[src/rtl/control_tx_network_bridge.sv]
// Bridges single-beat control messages onto the network stream, either as a KIP
// beat or as a LAN header + payload pair. Optional message counters: CTRL_TX_MSG_COUNTER_EN.
module control_tx_network_bridge #(
    parameter int AXIS_DATA_WIDTH  = 512,
    parameter int AXIS_KEEP_WIDTH  = AXIS_DATA_WIDTH / 8,
    parameter int TID_WIDTH        = 8,
    parameter int IP_ADDRESS_WIDTH = 32,
    parameter int IP_PORT_WIDTH    = 16
) (
    input  logic                                     i_clk,
    input  logic                                     i_ap_rst_n,
    input  logic [IP_PORT_WIDTH-1:0]                 i_CTRL_KIP_port_number,
    input  logic                                     from_ctrl_tvalid,
    output logic                                     from_ctrl_tready,
    input  logic [AXIS_DATA_WIDTH-1:0]               from_ctrl_tdata,
    input  logic [AXIS_KEEP_WIDTH-1:0]               from_ctrl_tkeep,
    input  logic [TID_WIDTH-1:0]                     from_ctrl_tid,
    input  logic [TID_WIDTH-1:0]                     from_ctrl_tdest,
    input  logic [IP_PORT_WIDTH+IP_ADDRESS_WIDTH-1:0] from_ctrl_tuser,
    input  logic                                     from_ctrl_tlast,
    output logic                                     to_network_tvalid,
    input  logic                                     to_network_tready,
    output logic [AXIS_DATA_WIDTH-1:0]               to_network_tdata,
    output logic [AXIS_KEEP_WIDTH-1:0]               to_network_tkeep,
    output logic [IP_PORT_WIDTH-1:0]                 to_network_tdest,
    output logic [IP_ADDRESS_WIDTH-1:0]              to_network_tuser,
    output logic                                     to_network_tlast,
    output logic [31:0]                              o_kip_msg_count,
    output logic [31:0]                              o_lan_msg_count
);

    typedef enum logic [1:0] {IDLE, SEND_KIP, SEND_LAN_HDR, SEND_LAN_PAYLOAD} state_t;

    state_t                        state;
    logic [AXIS_DATA_WIDTH-1:0]    cap_data;
    logic [AXIS_KEEP_WIDTH-1:0]    cap_keep;
    logic [TID_WIDTH-1:0]          cap_tid;
    logic [TID_WIDTH-1:0]          cap_tdest;
    logic [IP_PORT_WIDTH-1:0]      cap_port;
    logic [IP_ADDRESS_WIDTH-1:0]   cap_ip;
    logic [AXIS_DATA_WIDTH-1:0]    hdr_data;
    logic [AXIS_KEEP_WIDTH-1:0]    hdr_keep;
    logic                          unused_tlast;

    // Every control message is exactly one beat, so tlast carries no information.
    assign unused_tlast = from_ctrl_tlast;

    always_ff @(posedge i_clk or negedge i_ap_rst_n) begin
        if (!i_ap_rst_n) begin
            state     <= IDLE;
            cap_data  <= '0;
            cap_keep  <= '0;
            cap_tid   <= '0;
            cap_tdest <= '0;
            cap_port  <= '0;
            cap_ip    <= '0;
        end else begin
            case (state)
                IDLE: if (from_ctrl_tvalid) begin
                    cap_data  <= from_ctrl_tdata;
                    cap_keep  <= from_ctrl_tkeep;
                    cap_tid   <= from_ctrl_tid;
                    cap_tdest <= from_ctrl_tdest;
                    cap_ip    <= from_ctrl_tuser[IP_ADDRESS_WIDTH-1:0];
                    cap_port  <= from_ctrl_tuser[IP_ADDRESS_WIDTH +: IP_PORT_WIDTH];
                    // Empty messages are consumed silently.
                    if (from_ctrl_tkeep == '0)
                        state <= IDLE;
                    else if (from_ctrl_tuser[IP_ADDRESS_WIDTH +: IP_PORT_WIDTH] == i_CTRL_KIP_port_number)
                        state <= SEND_KIP;
                    else
                        state <= SEND_LAN_HDR;
                end
                SEND_KIP:         if (to_network_tready) state <= IDLE;
                SEND_LAN_HDR:     if (to_network_tready) state <= SEND_LAN_PAYLOAD;
                SEND_LAN_PAYLOAD: if (to_network_tready) state <= IDLE;
                default:          state <= IDLE;
            endcase
        end
    end

    always_comb begin
        hdr_data = '0;
        hdr_data[TID_WIDTH-1:0]           = cap_tid;
        hdr_data[2*TID_WIDTH-1:TID_WIDTH] = cap_tdest;
        hdr_keep = '0;
        hdr_keep[1:0] = 2'b11;
    end

    // Outputs are a pure decode of state and captured registers.
    always_comb begin
        from_ctrl_tready  = (state == IDLE);
        to_network_tvalid = 1'b0;
        to_network_tdata  = '0;
        to_network_tkeep  = '0;
        to_network_tdest  = '0;
        to_network_tuser  = '0;
        to_network_tlast  = 1'b0;
        case (state)
            SEND_KIP, SEND_LAN_PAYLOAD: begin
                to_network_tvalid = 1'b1;
                to_network_tdata  = cap_data;
                to_network_tkeep  = cap_keep;
                to_network_tdest  = cap_port;
                to_network_tuser  = cap_ip;
                to_network_tlast  = 1'b1;
            end
            SEND_LAN_HDR: begin
                to_network_tvalid = 1'b1;
                to_network_tdata  = hdr_data;
                to_network_tkeep  = hdr_keep;
                to_network_tdest  = cap_port;
                to_network_tuser  = cap_ip;
            end
            default: ;
        endcase
    end

`ifdef CTRL_TX_MSG_COUNTER_EN
    logic [31:0] kip_cnt, lan_cnt;

    always_ff @(posedge i_clk or negedge i_ap_rst_n) begin
        if (!i_ap_rst_n) begin
            kip_cnt <= '0;
            lan_cnt <= '0;
        end else begin
            if (state == SEND_KIP && to_network_tready)         kip_cnt <= kip_cnt + 32'd1;
            if (state == SEND_LAN_PAYLOAD && to_network_tready) lan_cnt <= lan_cnt + 32'd1;
        end
    end

    assign o_kip_msg_count = kip_cnt;
    assign o_lan_msg_count = lan_cnt;
`else
    assign o_kip_msg_count = '0;
    assign o_lan_msg_count = '0;
`endif

endmodule

[config.mk]
export PLATFORM = sky130hd
export DESIGN_NAME = control_tx_network_bridge
export DESIGN_NICKNAME = d
export VERILOG_FILES = /design/src/rtl/control_tx_network_bridge.sv
export SDC_FILE = /design/constraint.sdc
export NUM_CORES = 2
export LEC_CHECK = 0
export BUFFER_PORTS_ARGS = -buffer_cell sky130_fd_sc_hd__buf_2
export CORE_AREA = 5 5 522 524
export DETAILED_ROUTE_END_ITERATION = 7
export DIE_AREA = 0 0 527 529
export GPL_TIMING_DRIVEN = 0
export MAX_ROUTING_LAYER = met4
export PLACE_DENSITY = 0.3
export REMOVE_ABC_BUFFERS = 1
export SYNTH_ARGS = -nofsm -noshare
export SYNTH_HDL_FRONTEND = slang
export SYNTH_SLANG_ARGS = --single-unit
[constraint.sdc]
create_clock -name i_clk -period 2.3 [get_ports i_clk]
set_input_delay 0.345 -clock i_clk [delete_from_list [all_inputs] [get_ports i_clk]]
set_output_delay 0.345 -clock i_clk [all_outputs]
set_load 0.02 [all_outputs]
==> metrics.md <==
| Metric | Value |
|---|---|
| Worst Setup Start Kind | register |
| Power density over the cells | between 1000 and 1500 mW/mm² |
| Final period utilization | 1.14 |
| Worst Hold Class | input port to asynchronous set/reset pin |
| Avg WL per Cell | about 22 µm |
| Final weighted congestion in routability-driven placement | just over 0.8 |
| Row Count | between 150 and 200 |
| Ys flop type | dfrtp_1 |
| Root buffer cell | clkbuf_16 |
| Seq pwr share | 0.263 |
| Starting Density | 0.109 |
| Floorplan core area | 0.267 mm² |
| Final Power | about 0.075 W |
| Layout net count | ~6200 |
| Grt total ovfl | 0 |
| Clock Power Share | 0.207 |
| Pre-CTS setup slack | -2.62 ns |
| Post-Layout Cell Count | just over 9000 |
| Die Span Y | ~530 µm |
| CP max stage cell | dfrtp_4 |
| Post-synth top cells | nand2_1 (1921), dfrtp_1 (642), and2_1 (559) |
| Placed cell count | a little over 8000 |
| Vias per inst | between 3 and 4 |
| H-tree levels | 3 |
| Setup-failing EPs final | around 710 |
| Synth top area cells | dfrtp_1 (55%), nand2_1 (25%), and2_1 (12%) |
| Hpwl dp | around 130000 µm |
| All-Layer GR Usage | 0.137 |
| Post-synth EDFFs | 0 |
| Violated checks | hold timing, setup timing |
| Logic depth of the worst setup path including buffers | 5 |
| Worst skew pair latency | 0.75 ns |
| First DRT Iteration DRCs | around 1500 |
| Area leader, netlist | dfrtp_1 |
| CP Buf/Inv Count | 4 |
| Delay of the slowest cell on the worst path | about 0.53 ns |
| Die area | between 0.2 and 0.3 mm² |
| Num CTS Buffers | 94 |
| Largest net degree at the start of global routing | ~170 |
| Clk sinks | about 640 |
| Seq cells post-synth | 642 |
| Fin Hold WS | -0.353 ns |
| PortBufs | about 1300 |
| Sw Pwr | 0.0315 W |
| Crit path max fanout | 4 |
| Max clock buf depth | 3 |
| Worst Skew | 0.0349 ns |
| Unrepaired setup endpoints after global routing | yes |
| Final setup margin | -0.326 ns |
| Vias | 31288 |
| Residual DRC | 0 |
| Worst vdd ir | around 700 µV |
| Clk slew on worst S/H paths | ~0.06 ns |
| TritonCTS clock tree | done |
| CP required | a little under 2 ns |
| First-pass GRT wire length | between 200000 and 300000 µm |
| Netlist cell types | 21 |
| Area of the mapped netlist | just under 0.03 mm² |
| Post-Synthesis Cells | between 3000 and 4000 |
| CTS Hold Bufs | 640 |
| Status | finished with violations |
| Number of I/O pins | between 1000 and 1500 |
| Comb pwr share | 0.530 |
| Pleak | 28.6 nW |
| Count leader, synth | nand2_1 |
| Post-route ant nets | 0 |
| DRT Pass-1 Iters | 6 |
| Sequential share of the synthesized area | 0.552 |
| Initial antenna violation count | 64 |
| Worst EP arrival | 2.28 ns |
| Worst Tran Pin Value | around 1.1 ns |
| Vias in the first global route | ~33000 |
| Max-slew violation count | 0 |
| Max-slew headroom | 0.288 |
| Area delta synth->final | 91.9% |
| P_int | 0.0431 W |
| DIE WIDTH | ~530 µm |
| R2R depth | 12 |
| CP Cell Sequence | buf_12, clkbuf_16, buf_8, a22o_4, buf_6 |
| Syn_area_per_cell | slightly above 8 µm² |
| Min cycle time layout | 2.63 ns |
| Ys Warns | 0 |
| Fmax achieved | about 380 MHz |
| Sw frac | 0.422 |
| Setup_tns | -119.12 ns |
| Critical path's top delay family | buffers and inverters |
| Final WL | around 210000 µm |
| CP Class | register to output pin |
| Share of cells above drive strength 1 | 0.348 |
| CP Capture Type | output pin |
| Max Cap Violations | 0 |
| Synth async-reset ratio | 1.00 |
| Fin. Hold Viols | 95 |
| Yosys top cell area share | 0.552 |
[path summary, 6_finish.rpt]
| kind | startpoint | endpoint | slack [ns] |
|---|---|---|---|
| max in group asynchronous | i_ap_rst_n | cap_ip[17] | 0.23 |
| worst min register to register | cap_keep[35] | cap_keep[35] | 0.46 |
| worst min-delay path | i_ap_rst_n | cap_data[297] | -0.35 |
| worst max register to register | state[0] | cap_keep[49] | -0.13 |
| worst max-delay path | state[0] | to_network_tdata[8] | -0.33 |
| min in group i_clk | from_ctrl_tkeep[39] | cap_keep[39] | 0.04 |
[registers in the layout, indices dropped and copies added, names as in the netlist]
signal / count
cap_data: 512
cap_ip: 32
cap_keep: 64
cap_port: 16
cap_tdest: 8
cap_tid: 8
state: 2
[final cells by class]
type / instances / area, µm²
Antenna cell: 70 / 175
Clock buffer: 134 / 2790
Clock inverter: 27 / 373
Fill cell: 29797 / 211000
Inverter: 1 / 3.75
Multi-Input combinational cell: 2665 / 12700
Sequential cell: 642 / 16100
Tap cell: 3552 / 4440
Timing Repair Buffer: 2143 / 19300
[what timing repair did]
action / in CTS / in global routing
hold endpoints to repair: 736 / 95
buffers inserted: 50 / 40
resized for setup: 203 / 978
endpoints found under the setup margin: 1269 / 1207
cloned: 52 / 57
pin swaps: 8 / 20
[routing by layer]
layer | vias up | GRT usage | part of all wire
met1 | 15147 | 0.161 | 0.41
met4 | 0 | 0.0504 | 0.037
li1 | 14688 | - | -
met2 | 1219 | 0.218 | 0.48
met5 | - | - | 0
met3 | 234 | 0.0424 | 0.077
[cells in the final DEF, fill, tap and decap left out, types with 7 or more instances in the layout]
| cell type | instances |
|---|---|
| buf_8 | 21 |
| buf_4 | 90 |
| buf_12 | 32 |
| nand2_2 | 8 |
| clkbuf_1 | 14 |
| bufbuf_16 | 12 |
| dfrtp_1 | 640 |
| nand2_4 | 7 |
| clkbuf_16 | 138 |
| nor4_1 | 16 |
| and2_4 | 248 |
| nor2b_4 | 21 |
| clkbuf_8 | 24 |
| diode_2 | 70 |
| a22o_1 | 13 |
| nand2_1 | 1907 |
| clkinv_2 | 11 |
| buf_16 | 62 |
| nor2b_1 | 26 |
| buf_6 | 298 |
| dlygate4sd3_1 | 640 |
| xor2_1 | 16 |
| buf_2 | 945 |
| and2_1 | 312 |
| conb_1 | 64 |
[logic make-up (layout without fill, tap and decap cells)]
group / after synthesis / after routing / share of synthesized area
AOI/OAI and AO/OA: 20 / 20 / 0.00589
xor gates and xnor gates: 16 / 16 / 0.00481
other: 1 / 134 / 0.000129
DFF: 642 / 642 / 0.552
muxes: 1 / 1 / 0.000344
and+or+nand+nor: 2557 / 2564 / 0.385
buffers and inverters: 279 / 2305 / 0.0524
[stage by stage]
| step | util | cell area, µm² |
|---|---|---|
| after floorplan | - | 27800 |
| after global placement | 0.145 | 38700 |
| after detailed placement | 0.149 | 39700 |
| after CTS | 0.193 | 51600 |
| after global routing | 0.209 | 55900 |
| final | 0.209 | 55900 |
[power by group through the flow]
| stage | clock network [W] | logic [W] | registers (W) |
|---|---|---|---|
| 2_1_floorplan | 0 | 0.00940 | 0.0164 |
| 3_3_place_gp | 0 | 0.00884 | 0.0145 |
| 3_5_place_dp | 0 | 0.0264 | 0.0196 |
| 4_1_cts | 0.0162 | 0.0331 | 0.0194 |
| 5_1_grt | 0.0165 | 0.0425 | 0.0202 |
| 6_report | 0.0154 | 0.0395 | 0.0196 |
(Power assumes the default switching activity.)
